===== src/rtl/csnn_adc_pkg.sv =====
// csnn_adc_pkg: shared state encoding and fixed timing constants for the ADC read path.
package csnn_adc_pkg;
    typedef enum logic [2:0] {IDLE, CONV, CS_SETUP, SHIFT, DONE, QUIET} state_t;
    localparam int CONVST_CYC = 2;
    localparam int CSS_CYC    = 2;
    localparam int AVG_N      = 4;
endpackage


===== src/rtl/adc_sck_gen.sv =====
// adc_sck_gen: serial clock divider, sck idles low and toggles every SCK_DIV cycles while enabled.
module adc_sck_gen #(
    parameter int SCK_DIV = 4
) (
    input  logic clk,
    input  logic rst_n,
    input  logic i_en,
    output logic o_sck,
    output logic o_rise,
    output logic o_fall
);
    localparam int DIV_W = $clog2(SCK_DIV + 1);
    logic [DIV_W-1:0] r_div;
    logic             r_sck;
    logic             w_edge;
    // Strobes are high in the cycle whose closing edge flips sck.
    assign w_edge = i_en && r_div == DIV_W'(SCK_DIV - 1);
    assign o_rise = w_edge && !r_sck;
    assign o_fall = w_edge && r_sck;
    assign o_sck  = r_sck;
    always_ff @(posedge clk or negedge rst_n) begin
        if (!rst_n) begin
            r_div <= '0;
            r_sck <= 1'b0;
        end else if (!i_en) begin
            r_div <= '0;
            r_sck <= 1'b0;
        end else begin
            r_div <= w_edge ? '0 : r_div + 1'b1;
            r_sck <= r_sck ^ w_edge;
        end
    end
endmodule


===== src/rtl/adc_rd16.sv =====
// adc_rd16: SPI-style read controller for a serial ADC (CONVST, wait, MSB-first shift, parallel word out).
// Define ADC_AVG_EN to average AVG_N back-to-back frames per request.
module adc_rd16
    import csnn_adc_pkg::*;
#(
    parameter int DATA_W  = 16,
    parameter int SCK_DIV = 4,
    parameter int T_CONV  = 50,
    parameter int T_QUIET = 4
) (
    input  logic              clk,
    input  logic              rst_n,
    input  logic              key_state,
    input  logic              en_adc,
    input  logic              adc_sdo,
    output logic              adc_convst,
    output logic              adc_cs_n,
    output logic              adc_sck,
    output logic [DATA_W-1:0] data_out,
    output logic              data_valid,
    output logic              busy
);
    localparam int CNT_W = $clog2(T_CONV + DATA_W + T_QUIET + CSS_CYC + 1);
    state_t            r_state;
    logic [CNT_W-1:0]  r_cnt;
    logic [DATA_W-1:0] r_shift;
    logic              w_sck_en;
    logic              w_rise;
    logic              w_fall;
    // Gating with key_state forces sck low on the abort edge itself.
    assign w_sck_en = r_state == SHIFT && key_state;
    assign busy     = r_state != IDLE;
    adc_sck_gen #(.SCK_DIV(SCK_DIV)) u_sck (
        .clk   (clk),
        .rst_n (rst_n),
        .i_en  (w_sck_en),
        .o_sck (adc_sck),
        .o_rise(w_rise),
        .o_fall(w_fall)
    );
`ifdef ADC_AVG_EN
    logic [DATA_W+1:0]         r_acc;
    logic [$clog2(AVG_N)-1:0]  r_frame;
    logic [DATA_W+1:0]         w_sum;
    assign w_sum = r_acc + {2'b00, r_shift};
`endif
    always_ff @(posedge clk or negedge rst_n) begin
        if (!rst_n) begin
            r_state    <= IDLE;
            r_cnt      <= '0;
            r_shift    <= '0;
            adc_convst <= 1'b0;
            adc_cs_n   <= 1'b1;
            data_out   <= '0;
            data_valid <= 1'b0;
`ifdef ADC_AVG_EN
            r_acc      <= '0;
            r_frame    <= '0;
`endif
        end else if (!key_state) begin
            r_state    <= IDLE;
            r_cnt      <= '0;
            adc_convst <= 1'b0;
            adc_cs_n   <= 1'b1;
            data_out   <= '0;
            data_valid <= 1'b0;
`ifdef ADC_AVG_EN
            r_acc      <= '0;
            r_frame    <= '0;
`endif
        end else begin
            data_valid <= 1'b0;
            case (r_state)
                IDLE: if (en_adc) begin
                    r_state    <= CONV;
                    r_cnt      <= '0;
                    adc_convst <= 1'b1;
                end
                CONV: begin
                    adc_convst <= r_cnt < CNT_W'(CONVST_CYC - 1);
                    if (r_cnt == CNT_W'(T_CONV - 1)) begin
                        r_state  <= CS_SETUP;
                        r_cnt    <= '0;
                        adc_cs_n <= 1'b0;
                    end else r_cnt <= r_cnt + 1'b1;
                end
                CS_SETUP: if (r_cnt == CNT_W'(CSS_CYC - 1)) begin
                    r_state <= SHIFT;
                    r_cnt   <= '0;
                end else r_cnt <= r_cnt + 1'b1;
                // r_cnt counts sampled bits; the final sck fall closes the frame.
                SHIFT: begin
                    if (w_rise) begin
                        r_shift <= {r_shift[DATA_W-2:0], adc_sdo};
                        r_cnt   <= r_cnt + 1'b1;
                    end
                    if (w_fall && r_cnt == CNT_W'(DATA_W)) begin
                        r_state  <= DONE;
                        r_cnt    <= '0;
                        adc_cs_n <= 1'b1;
                    end
                end
                DONE: begin
                    r_state <= QUIET;
`ifdef ADC_AVG_EN
                    r_frame <= r_frame + 1'b1;
                    r_acc   <= r_frame == $bits(r_frame)'(AVG_N - 1) ? '0 : w_sum;
                    if (r_frame == $bits(r_frame)'(AVG_N - 1)) begin
                        data_out   <= w_sum[DATA_W+1:2];
                        data_valid <= 1'b1;
                    end
`else
                    data_out   <= r_shift;
                    data_valid <= 1'b1;
`endif
                end
                QUIET: if (r_cnt == CNT_W'(T_QUIET - 1)) begin
                    r_cnt <= '0;
`ifdef ADC_AVG_EN
                    r_state    <= r_frame != '0 ? CONV : IDLE;
                    adc_convst <= r_frame != '0;
`else
                    r_state <= IDLE;
`endif
                end else r_cnt <= r_cnt + 1'b1;
                default: r_state <= IDLE;
            endcase
        end
    end
endmodule


===== config.mk =====
export PLATFORM = sky130hd
export DESIGN_NAME = adc_rd16
export DESIGN_NICKNAME = d
export VERILOG_FILES = /design/src/rtl/csnn_adc_pkg.sv /design/src/rtl/adc_sck_gen.sv /design/src/rtl/adc_rd16.sv
export SDC_FILE = /design/constraint.sdc
export NUM_CORES = 1
export LEC_CHECK = 0
export ABC_AREA = 1
export BUFFER_PORTS_ARGS = -buffer_cell sky130_fd_sc_hd__buf_2
export CORE_MARGIN = 2
export CORE_UTILIZATION = 55
export CTS_BUF_LIST = sky130_fd_sc_hd__clkbuf_4 sky130_fd_sc_hd__clkbuf_8
export CTS_CLUSTER_SIZE = 16
export DETAILED_ROUTE_END_ITERATION = 10
export PLACE_DENSITY = 0.78
export SYNTH_ARGS = -nofsm -noshare
export SYNTH_HDL_FRONTEND = slang
export SYNTH_SLANG_ARGS = --single-unit

===== constraint.sdc =====
create_clock -name clk -period 1.85 [get_ports clk]
set_input_delay 0.185 -clock clk [delete_from_list [all_inputs] [get_ports clk]]
set_output_delay 0.185 -clock clk [all_outputs]
set_load 0.02 [all_outputs]

==> results of run 1 <==
==> repair_timing <==
action                                 in CTS  in global routing
hold buffers                                1                  0
setup endpoints to repair                  10                 26
resized for setup                           1                  5
buffers inserted                            3                  2
pin swaps                                   0                  6
cloned                                      0                  1
endpoints found under the hold margin      18                  0
==> metrics by stage <==
step | setup WS, ns | power [mW]
floorplan | -0.113 | 1.83
global placement | 0.0478 | 2.02
detailed placement | -0.0609 | 2.03
CTS | -0.00282 | 2.72
global route | -0.148 | 2.91
finish | 0.0123 | 2.77
==> synthesized netlist by cell type, types with 3 or more instances <==
library cell	number	share of area, %
inv_2	5	0.76
buf_2	5	1.0
o21ai_0	7	1.4
nor2_2	7	1.8
o22ai_1	15	3.8
nor2_4	5	2.3
dfrtp_1	48	49
nand3_1	15	3.1
o21ai_1	18	3.7
nand2_1	53	8.1
o21ai_2	3	1.1
a21oi_1	6	1.2
ha_1	6	3.1
nor2_1	25	3.8
nand2_2	3	0.76
inv_1	53	8.1
==> critical path: cells and delay by family (launching register included) <==
family,cells,cell delay [ns]
DFF,1,0.39
and+or+nand+nor,11,0.91
adders and majority gates,1,0.21
AOI/OAI and AO/OA,1,0.08
buffers and inverters,2,0.14
==> kinds of logic after synthesis <==
logic type,after synthesis,synth area share [%]
buffers and inverters,66,11.0
XOR/XNOR,1,0.356
AO/OA/AOI/OAI,54,12.8
adder cells (fa/ha/maj),6,3.05
flip-flops,49,49.9
AND/OR/NAND/NOR,116,22.8
==> power groups by stage <==
| stage | logic, mW | clock network [mW] | registers, mW |
|---|---|---|---|
| after CTS | 0.847 | 0.699 | 1.18 |
| after global placement | 0.817 | 0 | 1.20 |
| final | 0.901 | 0.690 | 1.18 |
| after detailed placement | 0.831 | 0 | 1.20 |
| after floorplan | 0.597 | 0 | 1.23 |
| after global routing | 0.990 | 0.739 | 1.18 |
==> registers in the layout, summed over array words and instances, names as in the netlist <==
| name | flops |
|---|---|
| data_out | 16 |
| r_shift | 16 |
| r_cnt | 7 |
| r_state | 3 |
| u_sck.r_div | 3 |
| adc_convst | 1 |
| adc_cs_n | 1 |
| data_valid | 1 |
| u_sck.o_sck | 1 |
==> worst min-delay path by stage <==
stage	from	endpoint	slack (ns)	depth (start not counted)
floorplan	rst_n	adc_convst	-0.11	0
global placement	rst_n	data_out[6]	0.14	1
detailed placement	rst_n	data_out[6]	0.15	1
CTS	adc_sdo	r_shift[0]	0.14	3
global route	adc_sdo	r_shift[0]	0.15	3
finish	adc_sdo	r_shift[0]	0.14	3
==> layout make-up <==
class                      count  share of cell area [%]
clock buffer                   6                    2.85
multi-input combinational    177                    34.9
timing repair inverter         1                   0.216
timing repair buffer          42                    8.94
tap                           52                    2.25
clock inverter                 2                   0.604
inverter                      59                    7.90
sequential                    49                    42.4
==> metal layers <==
metal	GRT usage (%)	up-vias	wire length, um
met3	3.85	9	220
met1	31.2	910	2360
met4	7.34	0	83
met5	0	-	0
li1	-	1002	-
met2	32.1	44	2270
==> results.json, run 1 <==
{
  "cp-end-kind": "flip-flop",
  "io_pins": 26,
  "layoutNonFillerInstCount": 388,
  "cts_root_buffer": "clkbuf_8",
  "die_width_um": 70.8,
  "syn_to_final_growth_pct": 17.9,
  "rows": 24,
  "peakVddDrop_mv": 0.512,
  "outcome": "completed",
  "finalSetupTns_ns": 0,
  "finalHoldViolCount": 0,
  "path_cells": "inv_2 -> nand3_4 -> nor2_4 -> inv_2 -> nor3_4 -> ha_2 -> nand2_1 -> nor2_1 -> nand2_1 -> nand2_1 -> o21ai_2 -> nor2_4 -> nand2_2 -> nand2_1 -> nand2_1",
  "drtIter0Drc": 139,
  "fin_area_mm2": 0.00290,
  "synth_flop_cell": "dfrtp_1",
  "hold_path.class": "in2reg",
  "r2r_end": "r_state[0]",
  "ant_nets": 0,
  "syn_area_per_cell_um2": 8.42,
  "share_comb_of_total_power_pct": 32.5,
  "antenna_found_initial": 0,
  "clock-sinks": 49,
  "grt_pass1_wl_um": 8480,
  "synth_cell_types": 30,
  "tightest_slew_ns": 0.514,
  "grt_setup_unrepaired": "true",
  "drive_gt1_share_pct": 27.4,
  "p_seq_share_pct": 42.5,
  "ys_seq_area_share_pct": 49.9,
  "grt_max_degree": 33,
  "insertion_delay_ns": 0.31,
  "cp-endpoint": "r_state[0]",
  "grt_pass1_vias": 1843,
  "postPlaceCellArea_mm2": 0.00272,
  "crit_path_frequent_cell": "nand2_1",
  "ys_warn_count": 0,
  "grt_usage_pct": 21.3,
  "h-tree-depth": 2,
  "cts_buffers": 5,
  "worst_clock_skew_ns": 0.00536,
  "power_switching_share_pct": 37.2,
  "syn-num-nets": 303,
  "place_inst": 373,
  "critPathLaunch": "r_state[2]",
  "layout_common_cells": "inv_1 (52), nand2_1 (51), dfrtp_1 (48)",
  "mostFrequentLayoutCell": "inv_1",
  "clockPowerShare_pct": 24.9,
  "rr_worst_depth": 15,
  "fin_crit_sh_pct": 99.3,
  "p_per_area_mw_per_mm2": 955,
  "multi_input_area_mm2": 0.00101,
  "cp_slowest_cell": "dfrtp_1",
  "intPower_mw": 1.74,
  "drv_cap": 0,
  "overflow": 0,
  "routedWlPerCell_um": 12.7,
  "synth_edf_count": 0,
  "fillers": 368,
  "io_buffer_count": 25,
  "syn-cell-area_mm2": 0.00246,
  "wirelength_um": 4930,
  "final_max_slew_viol_count": 0,
  "finalNetCount": 346,
  "async_flop_share_pct": 100,
  "leakage_nw": 1.38,
  "max_stage_delay_ns": 0.39,
  "clock_path_buffers": 2,
  "critPathKind": "reg2reg",
  "post_drt_via_cell_ratio": 5.06,
  "dieArea_mm2": 0.00502,
  "timing.rr.start": "r_state[2]",
  "r2r_slack_ns": 0.01,
  "fmax_mhz": 544,
  "cp_max_fo": 4,
  "startpoint_type": "flip-flop",
  "num_vias": 1965,
  "p_switching_mw": 1.03,
  "seqCellArea_mm2": 0.00123,
  "cts_tree": "done",
  "final-setup-viol-count": 0,
  "cp.arrival_ns": 2.04,
  "period_needed_ns": 1.84,
  "yosys_register_bits": 49,
  "required_ns": 2.06,
  "diodes": 0,
  "hold_slack_ns": 0.142,
  "start_util_pct": 56.8,
  "slew-limit-headroom_pct": 65.7,
  "dp_hpwl_um": 3380,
  "die_h_um": 70.8,
  "drc": 0,
  "gp_congestion": 0.932,
  "fp.coreArea_mm2": 0.00432,
  "dr.pass1.iters": 4,
  "clk_pin_slew_worst_paths_ns": 0.09,
  "synth_cells": 292,
  "utilization_pct": 67.0
}
Note: power is estimated with default switching activity, not from simulation.
==> run 2: changes to the inputs <==
CORE_UTILIZATION = 50   (was 55)
PLACE_DENSITY = 0.72   (was 0.78)
SETUP_SLACK_MARGIN = 0.5   (was unset)
==> results.json, run 2 (synthesis gave the netlist of run 1 again) <==
{
  "outcome": "finished with violations",
  "violations": "setup timing",
  "multi_input_area_mm2": 0.00121,
  "grt_setup_unrepaired": "true",
  "p_per_area_mw_per_mm2": 879,
  "clock_path_buffers": 2,
  "routedWlPerCell_um": 14.0,
  "timing.rr.start": "r_state[2]",
  "r2r_end": "r_state[0]",
  "die_h_um": 74.1,
  "leakage_nw": 1.53,
  "layout_common_cells": "inv_1 (50), dfrtp_1 (48), nand2_1 (36)",
  "r2r_slack_ns": -0.12,
  "clk_pin_slew_worst_paths_ns": 0.10,
  "diodes": 0,
  "antenna_found_initial": 0,
  "crit_path_frequent_cell": "nand2_1",
  "io_buffer_count": 25,
  "dieArea_mm2": 0.00549,
  "cp.arrival_ns": 2.17,
  "hold_slack_ns": 0.151,
  "gp_congestion": 0.933,
  "clock-sinks": 49,
  "cp-end-kind": "flip-flop",
  "fin_crit_sh_pct": 106,
  "tightest_slew_ns": 0.545,
  "grt_pass1_vias": 1998,
  "peakVddDrop_mv": 0.570,
  "post_drt_via_cell_ratio": 5.14,
  "hold-path-endpoint": "r_shift[0]",
  "mostFrequentLayoutCell": "inv_1",
  "path_cells": "inv_2 -> nand3_4 -> nor2_4 -> inv_2 -> nor3_4 -> ha_2 -> nand2_1 -> nor2_1 -> nand2_1 -> nand2_1 -> o21ai_2 -> nor2_2 -> nand2_2 -> nand2_1 -> nand2_1",
  "drv_cap": 0,
  "cp_top_family": "simple AND/OR/NAND/NOR gates",
  "required_ns": 2.06,
  "layoutNonFillerInstCount": 419,
  "wirelength_um": 5870,
  "cts_root_buffer": "clkbuf_8",
  "rr_worst_depth": 15,
  "h-tree-depth": 2,
  "cp_max_fo": 4,
  "period_needed_ns": 1.97,
  "max_stage_delay_ns": 0.41,
  "cts_tree": "done",
  "place_inst": 389,
  "rows": 25,
  "cts_buffers": 5,
  "syn_to_final_growth_pct": 36.3,
  "slew-limit-headroom_pct": 63.7,
  "utilization_pct": 70.9,
  "fmax_mhz": 508,
  "grt_max_degree": 28,
  "min_from": "adc_sdo",
  "finalSetupTns_ns": -0.601,
  "postPlaceCellArea_mm2": 0.00276,
  "io_pins": 26,
  "seqCellArea_mm2": 0.00123,
  "startpoint_type": "flip-flop",
  "dr.pass1.iters": 4,
  "worst_clock_skew_ns": 0.0120,
  "reg_top3": "data_out x16, r_shift x16, r_cnt x7",
  "cp_slowest_cell": "dfrtp_1",
  "overflow": 0,
  "drive_gt1_share_pct": 40.3,
  "final_max_slew_viol_count": 0,
  "critPathKind": "reg2reg",
  "ant_nets": 0,
  "drtIter0Drc": 150,
  "fin_area_mm2": 0.00335,
  "critical_path_buf_inv_count": 2,
  "finalHoldViolCount": 0,
  "finalNetCount": 362,
  "final-setup-viol-count": 12,
  "finalWorstSetupSlack_ns": -0.118,
  "dp_hpwl_um": 3520,
  "drc": 0,
  "grt_usage_pct": 22.3,
  "insertion_delay_ns": 0.31,
  "grt_pass1_wl_um": 9260,
  "fillers": 340,
  "whs_path_depth": 3,
  "fp.coreArea_mm2": 0.00472,
  "start_util_pct": 52.0,
  "die_width_um": 74.1,
  "hold_path.class": "in2reg",
  "num_vias": 2155
}
==> run 2: worst min-delay path: cells and delay by family <==
| family | cells | cell delay, ns |
|---|---|---|
| and+or+nand+nor | 1 | 0.04 |
| buffers and inverters | 1 | 0.11 |
| AOI/OAI and AO/OA | 1 | 0.09 |
==> run 2: final cells by class <==
type	count	area share, %
Clock buffer	6	2.47
Clock inverter	2	0.486
Inverter	59	6.95
Multi-Input combinational cell	177	36.0
Sequential cell	49	36.6
Tap cell	67	2.50
Timing Repair Buffer	58	14.6
Timing Repair inverter	1	0.261
==> run 2: how the worst max path moves through the flow <==
stage                           from    endpoint  slack [ns]  cells past startpoint
after CTS                 r_state[2]  r_state[0]       -0.02                     15
after global routing      r_state[2]  r_state[0]       -0.28                     15
after detailed placement  r_state[2]  r_state[0]       -0.05                     15
after global placement    r_state[2]  r_state[0]        0.06                     15
after floorplan           r_state[2]  r_state[0]       -0.11                     15
final                     r_state[2]  r_state[0]       -0.12                     15
==> run 2: layer usage <==
metal | track usage, % | up-vias | routed length, um | part of all wire [%]
li1 | - | 1040 | - | -
met1 | 30.8 | 1039 | 2630 | 45
met2 | 34.8 | 57 | 2810 | 48
met3 | 3.66 | 19 | 224 | 3.8
met4 | 9.70 | 0 | 206 | 3.5
met5 | 0 | - | 0 | 0
==> run 2: per-stage QoR <==
| step | worst slack [ns] | power, mW |
|---|---|---|
| after CTS | -0.0152 | 2.86 |
| after global placement | 0.0586 | 2.04 |
| final | -0.118 | 2.94 |
| after detailed placement | -0.0505 | 2.05 |
| after global routing | -0.277 | 3.11 |
| after floorplan | -0.113 | 1.83 |
==> run 2: what timing repair did <==
| action | in CTS | in global routing |
|---|---|---|
| setup buffers | 13 | 5 |
| resized for setup | 37 | 37 |
| hold endpoints to repair | 21 | 0 |
| hold buffers | 1 | 0 |
| pin swaps | 20 | 10 |
| gates cloned | 2 | 1 |
| endpoints found under the setup margin | 43 | 46 |
==> run 2: where the power goes <==
group / internal [mW] / switching [mW] / total (mW)
clock: 0.308 / 0.377 / 0.685
combinational: 0.374 / 0.704 / 1.08
sequential: 1.13 / 0.0487 / 1.18
==> run 3: changes to the inputs <==
PLACE_DENSITY = 0.7   (was 0.72)
clock period = 1.9 ns   (was 1.85 ns; I/O delays follow)
==> results.json, run 3 (synthesis gave the netlist of run 1 again) <==
{
  "peakVddDrop_mv": 0.532,
  "cts_root_buffer": "clkbuf_8",
  "dp_hpwl_um": 3360,
  "wirelength_um": 6020,
  "hold_slack_ns": 0.162,
  "h-tree-depth": 2,
  "hold_path.class": "in2reg",
  "clock-sinks": 49,
  "fp.coreArea_mm2": 0.00472,
  "finalHoldViolCount": 0,
  "die_h_um": 74.1,
  "grt_pass1_vias": 1949,
  "insertion_delay_ns": 0.31,
  "final_max_slew_viol_count": 0,
  "die_width_um": 74.1,
  "final-setup-viol-count": 0,
  "startpoint_type": "flip-flop",
  "antenna_found_initial": 0,
  "fin_crit_sh_pct": 99.2,
  "layout_common_cells": "inv_1 (50), nand2_1 (48), dfrtp_1 (48)",
  "drv_cap": 0,
  "mostFrequentLayoutCell": "inv_1",
  "routedWlPerCell_um": 14.6,
  "clk_pin_slew_worst_paths_ns": 0.09,
  "required_ns": 2.10,
  "place_ws_ns": 0.0289,
  "drc": 0,
  "outcome": "completed",
  "p_per_area_mw_per_mm2": 840,
  "drive_gt1_share_pct": 41.0,
  "dr.pass1.iters": 4,
  "syn_to_final_growth_pct": 38.3,
  "critPathKind": "reg2reg",
  "cp.arrival_ns": 2.09,
  "cts_buffers": 5,
  "period_needed_ns": 1.89,
  "drtIter0Drc": 174,
  "overflow": 0,
  "rows": 25,
  "grt_setup_unrepaired": "true",
  "finalWorstSetupSlack_ns": 0.0146,
  "worst_clock_skew_ns": 0.00841,
  "ant_nets": 0,
  "reg_top3": "data_out x16, r_shift x16, r_cnt x7",
  "power_switching_share_pct": 37.3,
  "num_vias": 2127,
  "finalSetupTns_ns": 0,
  "p_switching_mw": 1.06,
  "diodes": 0,
  "grt_pass1_wl_um": 9320,
  "cts_tree": "done",
  "io_buffer_count": 25,
  "grt_max_degree": 28,
  "gp_congestion": 0.908,
  "r2r_slack_ns": 0.01,
  "start_util_pct": 52.0,
  "grt_usage_pct": 22.6,
  "tightest_slew_ns": 0.543,
  "share_comb_of_total_power_pct": 36.6,
  "slew-limit-headroom_pct": 63.8,
  "clockPowerShare_pct": 23.2,
  "fmax_mhz": 530,
  "dieArea_mm2": 0.00549,
  "cp-end-kind": "flip-flop",
  "leakage_nw": 1.54,
  "clock_path_buffers": 2,
  "place_inst": 388,
  "io_pins": 26,
  "p_seq_share_pct": 40.2,
  "cp_max_fo": 4,
  "finalNetCount": 356,
  "intPower_mw": 1.79,
  "layoutNonFillerInstCount": 413,
  "post_drt_via_cell_ratio": 5.15
}
[run 3: cell types whose count changed in the layout (fill, tap and decap cells not counted), sizes merged]
cell / previous run / this run
buf: 56 / 50
[run 3: stage by stage]
stage	area, um^2	utilization [%]	power [mW]
finish	3400	72.0	2.86
global route	3400	72.0	3.01
CTS	3150	66.7	2.77
detailed placement	2760	58.4	1.98
global placement	2760	58.4	1.97
floorplan	2480	-	1.78
[run 3: path summary, 6_finish.rpt]
kind	from	to	depth (start not counted)
setup / recovery	r_state[2]	r_state[1]	15
hold / removal	adc_sdo	r_shift[0]	3
setup reg to reg	r_state[2]	r_state[1]	15
hold reg to reg	u_sck.r_div[0]	u_sck.r_div[0]	1
max in group asynchronous	rst_n	adc_cs_n	3
min in group asynchronous	rst_n	data_out[7]	2
[run 3: layout make-up]
| class | instances | area, um^2 |
|---|---|---|
| fill | 328 | 1320 |
| timing repair inverter | 1 | 6.26 |
| inverter | 59 | 233 |
| tap | 67 | 83.8 |
| clock buffer | 6 | 82.6 |
| clock inverter | 2 | 16.3 |
| sequential | 49 | 1230 |
| multi-input combinational | 177 | 1260 |
| timing repair buffer | 52 | 487 |
[run 3: what timing repair did]
item,in CTS,in global routing
hold buffers,1,0
gates resized for setup,37,37
pin swaps,12,8
cloned,4,1
setup endpoints to repair,43,45
buffers inserted,7,4
hold endpoints to repair,22,0
[run 3: power groups by stage]
stage,logic (mW),clock network (mW),registers [mW]
after detailed placement,0.811,0,1.17
final,1.05,0.662,1.15
after global placement,0.807,0,1.17
after CTS,0.943,0.677,1.15
after global routing,1.13,0.722,1.16
after floorplan,0.579,0,1.20
[run 3: layer usage]
layer / up-vias / GRT usage (%) / wire length [um]
met1: 1027 / 31.5 / 2730
li1: 1031 / - / -
met5: - / 0 / 0
met2: 59 / 35.4 / 2910
met3: 10 / 3.12 / 226
met4: 0 / 9.70 / 144
[run 3: critical path, cell delays in order (launching register included)]
cell and delay [ns]:
dfrtp_1 0.39, inv_2 0.07, nand3_4 0.07, nor2_4 0.10, inv_2 0.06, nor3_4 0.15
ha_2 0.21, nand2_1 0.05, nor2_1 0.10, nand2_1 0.09, nand2_1 0.09, o21ai_2 0.08
nor2_4 0.14, nand2_2 0.07, nand2_1 0.07, nand2_1 0.04
